`config.mk`:
```
export PLATFORM = sky130hd
export DESIGN_NAME = fifo_stream_drain_flat
export DESIGN_NICKNAME = d
export VERILOG_FILES = /design/src/rtl/fifo_stream_drain_pkg.sv /design/src/rtl/fifo_stream_drain_if.sv /design/src/rtl/fifo_stream_drain_skid_buffer.sv /design/src/rtl/fifo_stream_drain.sv /design/src/flat_wrapper.sv
export SDC_FILE = /design/constraint.sdc
export NUM_CORES = 1
export LEC_CHECK = 0
export BUFFER_PORTS_ARGS = -buffer_cell sky130_fd_sc_hd__buf_4
export CAP_MARGIN = 20
export CORE_MARGIN = 8
export CORE_UTILIZATION = 50
export DETAILED_ROUTE_END_ITERATION = 10
export GPL_TIMING_DRIVEN = 0
export PLACE_DENSITY = 0.72
export SYNTH_ARGS = -nofsm -noshare
export SYNTH_HDL_FRONTEND = slang
export SYNTH_SLANG_ARGS = --single-unit
```
`constraint.sdc`:
```
create_clock -name FCLK -period 2.35 [get_ports FCLK]
set_input_delay 0.235 -clock FCLK [delete_from_list [all_inputs] [get_ports FCLK]]
set_output_delay 0.235 -clock FCLK [all_outputs]
set_load 0.02 [all_outputs]
```
`src/rtl/fifo_stream_drain_pkg.sv`:
```
// Shared definitions for the FIFO drain stage: word width and
// buffer pointer/occupancy widths derived from the buffer depth.
`ifndef DATA_WIDTH
`define DATA_WIDTH 8
`endif

package fifo_stream_drain_pkg;

   typedef enum logic [1:0] {
      ST_IDLE,
      ST_STREAM,
      ST_STALL
   } drain_state_e;

   function automatic int ptr_width(input int depth);
      return (depth <= 2) ? 1 : $clog2(depth);
   endfunction

   function automatic int occ_width(input int depth);
      return $clog2(depth + 1);
   endfunction

endpackage

```
`src/rtl/fifo_stream_drain_if.sv`:
```
// FIFO read port plus valid/ready stream port of the drain stage.
// master = drain side, slave = FIFO and consumer side.
interface fifo_stream_drain_if #(
   parameter int DATA_WIDTH = `DATA_WIDTH
);
   logic                  FIFO_EMPTY;
   logic [DATA_WIDTH-1:0] FIFO_DATA;
   logic                  FIFO_RD_EN;
   logic [DATA_WIDTH-1:0] M_DATA;
   logic                  M_VALID;
   logic                  M_READY;

   modport master (
      input  FIFO_EMPTY, FIFO_DATA, M_READY,
      output FIFO_RD_EN, M_DATA, M_VALID
   );

   modport slave (
      output FIFO_EMPTY, FIFO_DATA, M_READY,
      input  FIFO_RD_EN, M_DATA, M_VALID
   );
endinterface

```
`src/rtl/fifo_stream_drain_skid_buffer.sv`:
```
// drain_skid_buffer: circular word buffer with head/tail pointers
// and occupancy; push writes at tail, pop advances head.
module drain_skid_buffer
   import fifo_stream_drain_pkg::*;
#(
   parameter int  DATA_WIDTH = `DATA_WIDTH,
   parameter int  BUF_DEPTH  = 3,
   localparam int PW         = ptr_width(BUF_DEPTH),
   localparam int OW         = occ_width(BUF_DEPTH)
) (
   input  logic                  FCLK,
   input  logic                  FRST,
   input  logic                  push,
   input  logic [DATA_WIDTH-1:0] push_data,
   input  logic                  pop,
   output logic [DATA_WIDTH-1:0] head_data,
   output logic [OW-1:0]         occ
);
   logic [DATA_WIDTH-1:0] mem [BUF_DEPTH];
   logic [PW-1:0]         head;
   logic [PW-1:0]         tail;

   function automatic logic [PW-1:0] bump(input logic [PW-1:0] p);
      return (p == PW'(BUF_DEPTH - 1)) ? '0 : p + PW'(1);
   endfunction

   always_ff @(posedge FCLK) begin
      if (FRST) begin
         head <= '0;
         tail <= '0;
         occ  <= '0;
         for (int i = 0; i < BUF_DEPTH; i++)
            mem[i] <= '0;
      end else begin
         if (push) begin
            mem[tail] <= push_data;
            tail      <= bump(tail);
         end
         if (pop)
            head <= bump(head);
         occ <= occ + OW'(push) - OW'(pop);
      end
   end

   assign head_data = mem[head];

endmodule

```
`src/rtl/fifo_stream_drain.sv`:
```
// fifo_stream_drain: pops the upstream FIFO against buffer credits
// and re-presents the returned words as a valid/ready stream.
module fifo_stream_drain
   import fifo_stream_drain_pkg::*;
#(
   parameter int DATA_WIDTH = `DATA_WIDTH,
   parameter int BUF_DEPTH  = 3,
   parameter int CNT_WIDTH  = 16
) (
   input  logic                 FCLK,
   input  logic                 FRST,
   input  logic                 ENABLE,
   fifo_stream_drain_if.master  bus,
   output logic [CNT_WIDTH-1:0] WORD_COUNT
);
   localparam int OW = occ_width(BUF_DEPTH);

   logic          inflight;
   logic [OW-1:0] occ;
   logic          handshake;
   int            load;
   int            load_n;
   drain_state_e  state_q;
   drain_state_e  state_n;

   // Credits use registered occ/inflight only, so M_READY never reaches RD_EN.
   assign load           = int'(occ) + int'(inflight);
   assign bus.M_VALID    = (occ != '0);
   assign handshake      = bus.M_VALID && bus.M_READY;
   assign bus.FIFO_RD_EN = !FRST && ENABLE && !bus.FIFO_EMPTY
                           && (load < BUF_DEPTH);

   drain_skid_buffer #(
      .DATA_WIDTH (DATA_WIDTH),
      .BUF_DEPTH  (BUF_DEPTH)
   ) u_buf (
      .FCLK      (FCLK),
      .FRST      (FRST),
      .push      (inflight),
      .push_data (bus.FIFO_DATA),
      .pop       (handshake),
      .head_data (bus.M_DATA),
      .occ       (occ)
   );

   always_ff @(posedge FCLK) begin
      if (FRST) begin
         inflight   <= 1'b0;
         WORD_COUNT <= '0;
         state_q    <= ST_IDLE;
      end else begin
         inflight <= bus.FIFO_RD_EN;
         if (handshake)
            WORD_COUNT <= WORD_COUNT + CNT_WIDTH'(1);
         state_q <= state_n;
      end
   end

   always_comb begin
      load_n  = load - int'(handshake) + int'(bus.FIFO_RD_EN);
      state_n = ST_STREAM;
      unique case (1'b1)
         (load_n == 0):         state_n = ST_IDLE;
         (load_n >= BUF_DEPTH): state_n = ST_STALL;
         default:               state_n = ST_STREAM;
      endcase
   end

   a_no_overflow: assert property (@(posedge FCLK) disable iff (FRST)
      load <= BUF_DEPTH);

   a_state_track: assert property (@(posedge FCLK) disable iff (FRST)
      ((state_q == ST_IDLE) == (load == 0))
      && ((state_q == ST_STALL) == (load == BUF_DEPTH)));

endmodule

```
`src/flat_wrapper.sv`:
```
// flat-port wrapper written by rule: the top's interface ports become plain ports
module fifo_stream_drain_flat import fifo_stream_drain_pkg::*;
#(
   parameter int DATA_WIDTH = `DATA_WIDTH,
   parameter int BUF_DEPTH  = 3,
   parameter int CNT_WIDTH  = 16
)
  (FCLK, FRST, ENABLE, WORD_COUNT, bus_FIFO_EMPTY, bus_FIFO_DATA, bus_M_READY, bus_FIFO_RD_EN, bus_M_DATA, bus_M_VALID);
  fifo_stream_drain_if #(.DATA_WIDTH(DATA_WIDTH)) bus_i ();
  input  logic FCLK;
  input  logic FRST;
  input  logic ENABLE;
  output logic [CNT_WIDTH-1:0] WORD_COUNT;
  input wire logic [$bits(bus_i.FIFO_EMPTY)-1:0] bus_FIFO_EMPTY;
  input wire logic [$bits(bus_i.FIFO_DATA)-1:0] bus_FIFO_DATA;
  input wire logic [$bits(bus_i.M_READY)-1:0] bus_M_READY;
  output wire logic [$bits(bus_i.FIFO_RD_EN)-1:0] bus_FIFO_RD_EN;
  output wire logic [$bits(bus_i.M_DATA)-1:0] bus_M_DATA;
  output wire logic [$bits(bus_i.M_VALID)-1:0] bus_M_VALID;
  assign bus_i.FIFO_EMPTY = bus_FIFO_EMPTY;
  assign bus_i.FIFO_DATA = bus_FIFO_DATA;
  assign bus_i.M_READY = bus_M_READY;
  assign bus_FIFO_RD_EN = bus_i.FIFO_RD_EN;
  assign bus_M_DATA = bus_i.M_DATA;
  assign bus_M_VALID = bus_i.M_VALID;
  fifo_stream_drain #(.DATA_WIDTH(DATA_WIDTH), .BUF_DEPTH(BUF_DEPTH), .CNT_WIDTH(CNT_WIDTH)) u_core (.FCLK(FCLK), .FRST(FRST), .ENABLE(ENABLE), .bus(bus_i), .WORD_COUNT(WORD_COUNT));
endmodule
```
* After elaboration in Yosys (flattened, before gate mapping)
Memories as Yosys holds them, arrays and structs flattened. A register that Yosys moved wholly into a read port is not among the register bits.
Cells that the tools add are included.
Widths: inputs -> output; s select.
** Operators by class
- $add $sub $neg :: 6
- Order comparisons :: 1
- Equality and inequality tests :: 2
- Mux-type cells :: 12
- Reduce and logical (&&, ||, !) cells :: 8
** Operators by type and width (count)
- $lt 32x3->1 const B :: 1
- $add 16x1->16 const B :: 1
- $mux 2 :: 5
- $mux 8 :: 1
- $reduce_or 8->1 :: 1
- $mux 1 :: 6
- $add 2x1->2 const B :: 2
- $eq 2x2->1 const B :: 2
- $logic_and 1x1->1 :: 4
- $add 2x1->3 :: 1
- $add 2x1->2 :: 1
- $logic_not 1->1 :: 2
- $reduce_bool 2->1 :: 1
- $sub 2x1->2 :: 1
** Storage, ports and cells
- Register bits after elaboration :: 23
- RAM bits :: 24
- Input bits :: 13
- Output and inout bits :: 26
- Logic and storage cells :: 35
- Memories kept :: 1
** Memory list
- u_core.u_buf.mem :: words 3, width 8, read ports 1, clocked after memory_dff 1, wr ports 3, RTL line fifo_stream_drain_skid_buffer.sv:19 : logic [DATA_WIDTH-1:0] mem [BUF_DEPTH];

* Logic depth before layout (Yosys ltp)
- Depth in word-level cells :: 5
- Depth in mapped cells :: 9
- Depth with buffers taken out :: 8

* Cells and area by module
Synthesis repeated with hierarchy kept, for this count alone.
** Unflattened totals
- Cell total of the unflattened synthesis :: 189
- Area total of the unflattened synthesis :: 2494.9 um2
** Modules (own cells, without submodules)
- drain_skid_buffer :: times used 1, cells each 102, area each 1697.9 um2
- fifo_stream_drain :: times used 1, cells each 87, area each 797.0 um2

* Worst setup path before layout
OpenSTA, ideal clock, no wires.
- Path kind :: reg-to-reg
- Start point :: register u_core.WORD_COUNT[0]
- End point :: register u_core.WORD_COUNT[12]
- Setup time :: 0.070 ns
- Arrival :: 1.838 ns
- Slack :: 0.442 ns
- Stages on the path, launching flop included :: 6
- Path buffers :: 0
- Path through :: dfxtp_1 -> ha_1 -> nand3_2 -> or4_4 -> or3_1 -> a21oi_1
** Between the ends
- Cells in the longest elaborated chain, start to end :: 1
** RTL lines
- start: declaration :: RTL line fifo_stream_drain.sv:14 : output logic [CNT_WIDTH-1:0] WORD_COUNT
- start signal: assignment :: RTL line fifo_stream_drain.sv:54 : WORD_COUNT <= WORD_COUNT + CNT_WIDTH'(1);
- $add 16x1->16 :: RTL line fifo_stream_drain.sv:54
Every way passes these cells.
A chain may end at the register's enable or synchronous reset.

* Final worst setup path
- Start point :: register u_core.u_buf.occ[0]
- End point :: output bus_FIFO_RD_EN
** Between the ends
- Cells in the longest elaborated chain, start to end :: 3
** RTL lines
- start: declaration :: RTL line fifo_stream_drain_skid_buffer.sv:17 : output logic [OW-1:0] occ
- start signal: assignment :: RTL line fifo_stream_drain_skid_buffer.sv:41 : occ <= occ + OW'(push) - OW'(pop);
- $add 2x1->3 :: RTL line fifo_stream_drain.sv:27 : assign load = int'(occ) + int'(inflight);
- $lt 32x3->1 :: RTL line fifo_stream_drain.sv:31 : && (load < BUF_DEPTH);
- $logic_and 1x1->1 :: RTL line fifo_stream_drain.sv:31
- end: declaration :: RTL line flat_wrapper.sv:17 : output wire logic [$bits(bus_i.FIFO_RD_EN)-1:0] bus_FIFO_RD_EN;
Every way passes these cells.

==> results.txt <==
The run finished with clean final reports. Summing the sequential cell areas from Yosys gives 60.0% of the chip area. The clock passes through at most 2 buffers. STA classifies the critical path endpoint as an output pin. The layout has approximately 370 filler cells. The placeable core region is about 4700 µm². The total wirelength of the detailed-routed design is 4.74 mm. The vertical extent of the die came out at 85.8 µm. The count of nets left with antenna violations once routing finished came out at 0. The count of warnings emitted by yosys is 0. The cell depth of the worst hold path came out at 1.

The via-per-instance ratio is approximately 5.0. The congestion estimate from routability-driven global placement came to 0.728. The final non-filler cell total is 321. The via count is ~1,600.

In the post-synthesis netlist, the biggest area contributors are sky130_fd_sc_hd__edfxtp_1 (39%), sky130_fd_sc_hd__dfxtp_1 (21%), sky130_fd_sc_hd__mux4_2 (7.4%). For the pin with the worst max-slew slack, the measured transition is ~690 ps. The final net count came out at 267.

STA puts the critical path data arrival time at 2010 ps. Of the cells placed in the final design, the portion with a size suffix greater than 1 is 29.1%. STA classifies the critical path startpoint as a flip-flop. The synthesized design contains 57 register bits.

The largest net degree at the start of global routing is 11. The maximum clock frequency is 446 MHz. The overall track demand over capacity in global routing came out at approximately 14%. Total power for the finished layout comes to 2.37 mW. In the synthesized netlist the dominant register cell turns out to be sky130_fd_sc_hd__edfxtp_1. The mean post-synth cell area came out at 12.3 µm². Cells fill 63.1% of the core in the end.

The floorplan die area came out at about 7400 µm². The total of max-cap violations is 0. The number of enable flip-flop cells after synthesis is 32. The final hold violation count came out at 0. TritonCTS built the clock tree.

In this run the post-CTS setup repair buffer count came out at 0. The area share of the largest cell type after synthesis came out at 39.5%. The insertion delay to the later sink of the worst-skew pair came out at 330 ps. The commonest cells after synthesis are sky130_fd_sc_hd__edfxtp_1 (32), sky130_fd_sc_hd__dfxtp_1 (25), sky130_fd_sc_hd__and2_1 (24). Measured in cells, the most critical reg-to-reg path has a length of 9. The share of synthesized registers carrying an async set or reset is 0%. The placed wire-length estimate after detailed placement is 3.42 mm. The sequential cell area came out at roughly 1500 µm². The data required time at the worst endpoint came out at 2120 ps. The layout overhead on the synthesized area is 22.4%. Clock-pin slew was measured on the worst setup and hold paths at 60 ps. The number of buffers added by the clock tree synthesis step came out at 9. The max-slew headroom at the worst pin came out at 54.2%. Summed over all failing endpoints, the final setup total negative slack is 0 ps. The residual DRC count is 0. The number of cell rows came out at 25.

Timing analysis after detailed placement gives a worst setup slack of between 150 and 200 ps. Including well taps, the total number of placed cells is 304. Setup repair after global routing left no endpoint under its margin. The maximum resistive drop on vdd is 0.606 mV.

Clock tree synthesis selected as its root buffer the cell sky130_fd_sc_hd__clkbuf_8. The critical path class is flip-flop to output pin. The starting DRC count in detailed routing is ~140. The iteration count of the initial detailed-routing pass is 4. In this run the worst hold path is classified as primary input to flip-flop. The average wire per standard cell is approximately 15 µm. The remaining global-route overflow is 0.

The shortest clock period the worst path allows after layout is 2240 ps. The hold buffer count at CTS is 0. By instance count, the leading cell after synthesis is sky130_fd_sc_hd__edfxtp_1.

The leakage dissipation is between 1 and 1.5 nW. The number of clock sinks is 57. The post-layout worst setup margin is 108 ps. The setup clock skew after layout is 8.30 ps. The antenna diode instance count is 0. Setup violations remaining at the end of the flow were counted as 0. Buffers placed on the I/O ports in this run total 38. The number of global-route vias before repair is 1,661. Power spread over the standard cell area amounts to around 800 nW/µm². The initial antenna violation count came to 0.

Once the floorplan was initialized, standard cells occupied 51.5% of the core. When the netlist entered floorplanning its net count stood at 216. In the finished design, the share of the clock period the worst path needs comes to 95.4%.

The combined area of the multi-input logic cells came out at 928 µm². Of all nets on the critical path, the largest fanout is 5. sky130_fd_sc_hd__edfxtp_1 takes more of the synthesized area than any other cell. The floorplan step set the die width to 85.8 µm. The first global-routing pass estimated 7.85 mm of wire.

The final max-slew violation count is 0. The number of different library cells in the post-synthesis netlist is 33. The count of boundary I/O pins came out at 39. The synthesized netlist occupies a cell area of 2430 µm². Synthesis produced a netlist whose cell count is 198. The H-tree was split into 3 levels.
==> final timing paths <==
| kind | slack, ps | from | endpoint |
|---|---|---|---|
| setup / recovery | 110 | u_core.u_buf.occ[0] | bus_FIFO_RD_EN |
| hold / removal | 110 | bus_FIFO_DATA[0] | u_core.u_buf.mem[3][0] |
| setup reg to reg | 340 | u_core.u_buf.occ[1] | u_core.u_buf.occ[1] |
| hold reg to reg | 500 | u_core.WORD_COUNT[14] | u_core.WORD_COUNT[14] |
==> worst max-delay path, cell delays in order, from the launching register on <==
cell and delay (ps):
sky130_fd_sc_hd__dfxtp_1 370, sky130_fd_sc_hd__ha_1 230, sky130_fd_sc_hd__ha_1 170, sky130_fd_sc_hd__or4b_2 620
sky130_fd_sc_hd__a21oi_1 140, sky130_fd_sc_hd__buf_4 150
==> cell usage in the layout, fill, tap and decap left out, types with 2 or more instances in the layout <==
cell type	instances
sky130_fd_sc_hd__buf_4	38
sky130_fd_sc_hd__edfxtp_1	32
sky130_fd_sc_hd__dfxtp_1	25
sky130_fd_sc_hd__and2_1	24
sky130_fd_sc_hd__nor2_1	20
sky130_fd_sc_hd__a21oi_1	12
sky130_fd_sc_hd__clkbuf_8	10
sky130_fd_sc_hd__mux4_2	8
sky130_fd_sc_hd__nand2_1	8
sky130_fd_sc_hd__xnor2_1	7
sky130_fd_sc_hd__clkbuf_1	6
sky130_fd_sc_hd__inv_1	5
sky130_fd_sc_hd__nor3_1	5
sky130_fd_sc_hd__ha_1	5
sky130_fd_sc_hd__o21ai_0	4
sky130_fd_sc_hd__nor4_1	4
sky130_fd_sc_hd__or2_2	4
sky130_fd_sc_hd__xor2_1	4
sky130_fd_sc_hd__clkinv_2	4
sky130_fd_sc_hd__nand3_1	3
sky130_fd_sc_hd__nand4_1	3
sky130_fd_sc_hd__clkbuf_2	2
sky130_fd_sc_hd__buf_1	2
sky130_fd_sc_hd__nor2b_1	2
sky130_fd_sc_hd__or3_1	2
sky130_fd_sc_hd__nand2b_1	2
sky130_fd_sc_hd__a31o_2	2
==> final cells by class <==
cell class,count,share of cell area [%]
well taps,67,2.81
plain buffers,7,0.924
flip-flops and latches,57,49.0
inverters,5,0.630
clock buffers,12,4.87
clock inverters,4,0.672
repair buffers,40,9.91
multi-input cells,129,31.2
==> per-layer routing <==
metal	share of wire (%)	vias to the layer above	global-route usage (%)	wire length, µm
met3	5.2	6	6.69	247
met5	0	-	0	0
li1	-	818	-	-
met2	50	40	22.9	2390
met1	43	753	15.5	2060
met4	1.1	0	5.10	52
==> logic make-up (layout without fill, tap and decap cells) <==
family / Yosys count / after routing / synth area share, %
AO/OA/AOI/OAI: 19 / 19 / 4.37
adder cells (fa/ha/maj): 5 / 5 / 2.57
AND/OR/NAND/NOR: 85 / 85 / 19.4
buffers and inverters: 12 / 68 / 1.85
XOR/XNOR: 11 / 11 / 3.96
multiplexers: 9 / 9 / 7.86
flip-flops: 57 / 57 / 60.0
==> power by group <==
part / internal (mW) / switching, mW
registers: 1.11 / 0.0517
logic: 0.216 / 0.234
clock network: 0.404 / 0.359
total: 1.73 / 0.644
==> registers in the layout (all words and copies together) (netlist names), named ones only <==
| register | cells |
|---|---|
| u_core.u_buf.occ | 2 |
| u_core.inflight | 1 |
| u_core.WORD_COUNT | 16 |
| u_core.u_buf.head | 2 |
| u_core.u_buf.tail | 2 |
| u_core.u_buf.mem | 32 |
==> metrics by stage <==
step / instance area [µm²] / hold slack, ps
floorplan: 2430 / 334
global placement: 2800 / 435
detailed placement: 2810 / 434
CTS: 2970 / 88.9
global route: 2980 / 89.1
finish: 2980 / 106
==> what timing repair did <==
| action | 4_1_cts | 5_1_grt |
|---|---|---|
| setup endpoints to repair | 0 | 1 |
| hold endpoints to repair | 0 | 0 |
| gates resized for setup | 0 | 2 |
(Power assumes the default switching activity.)
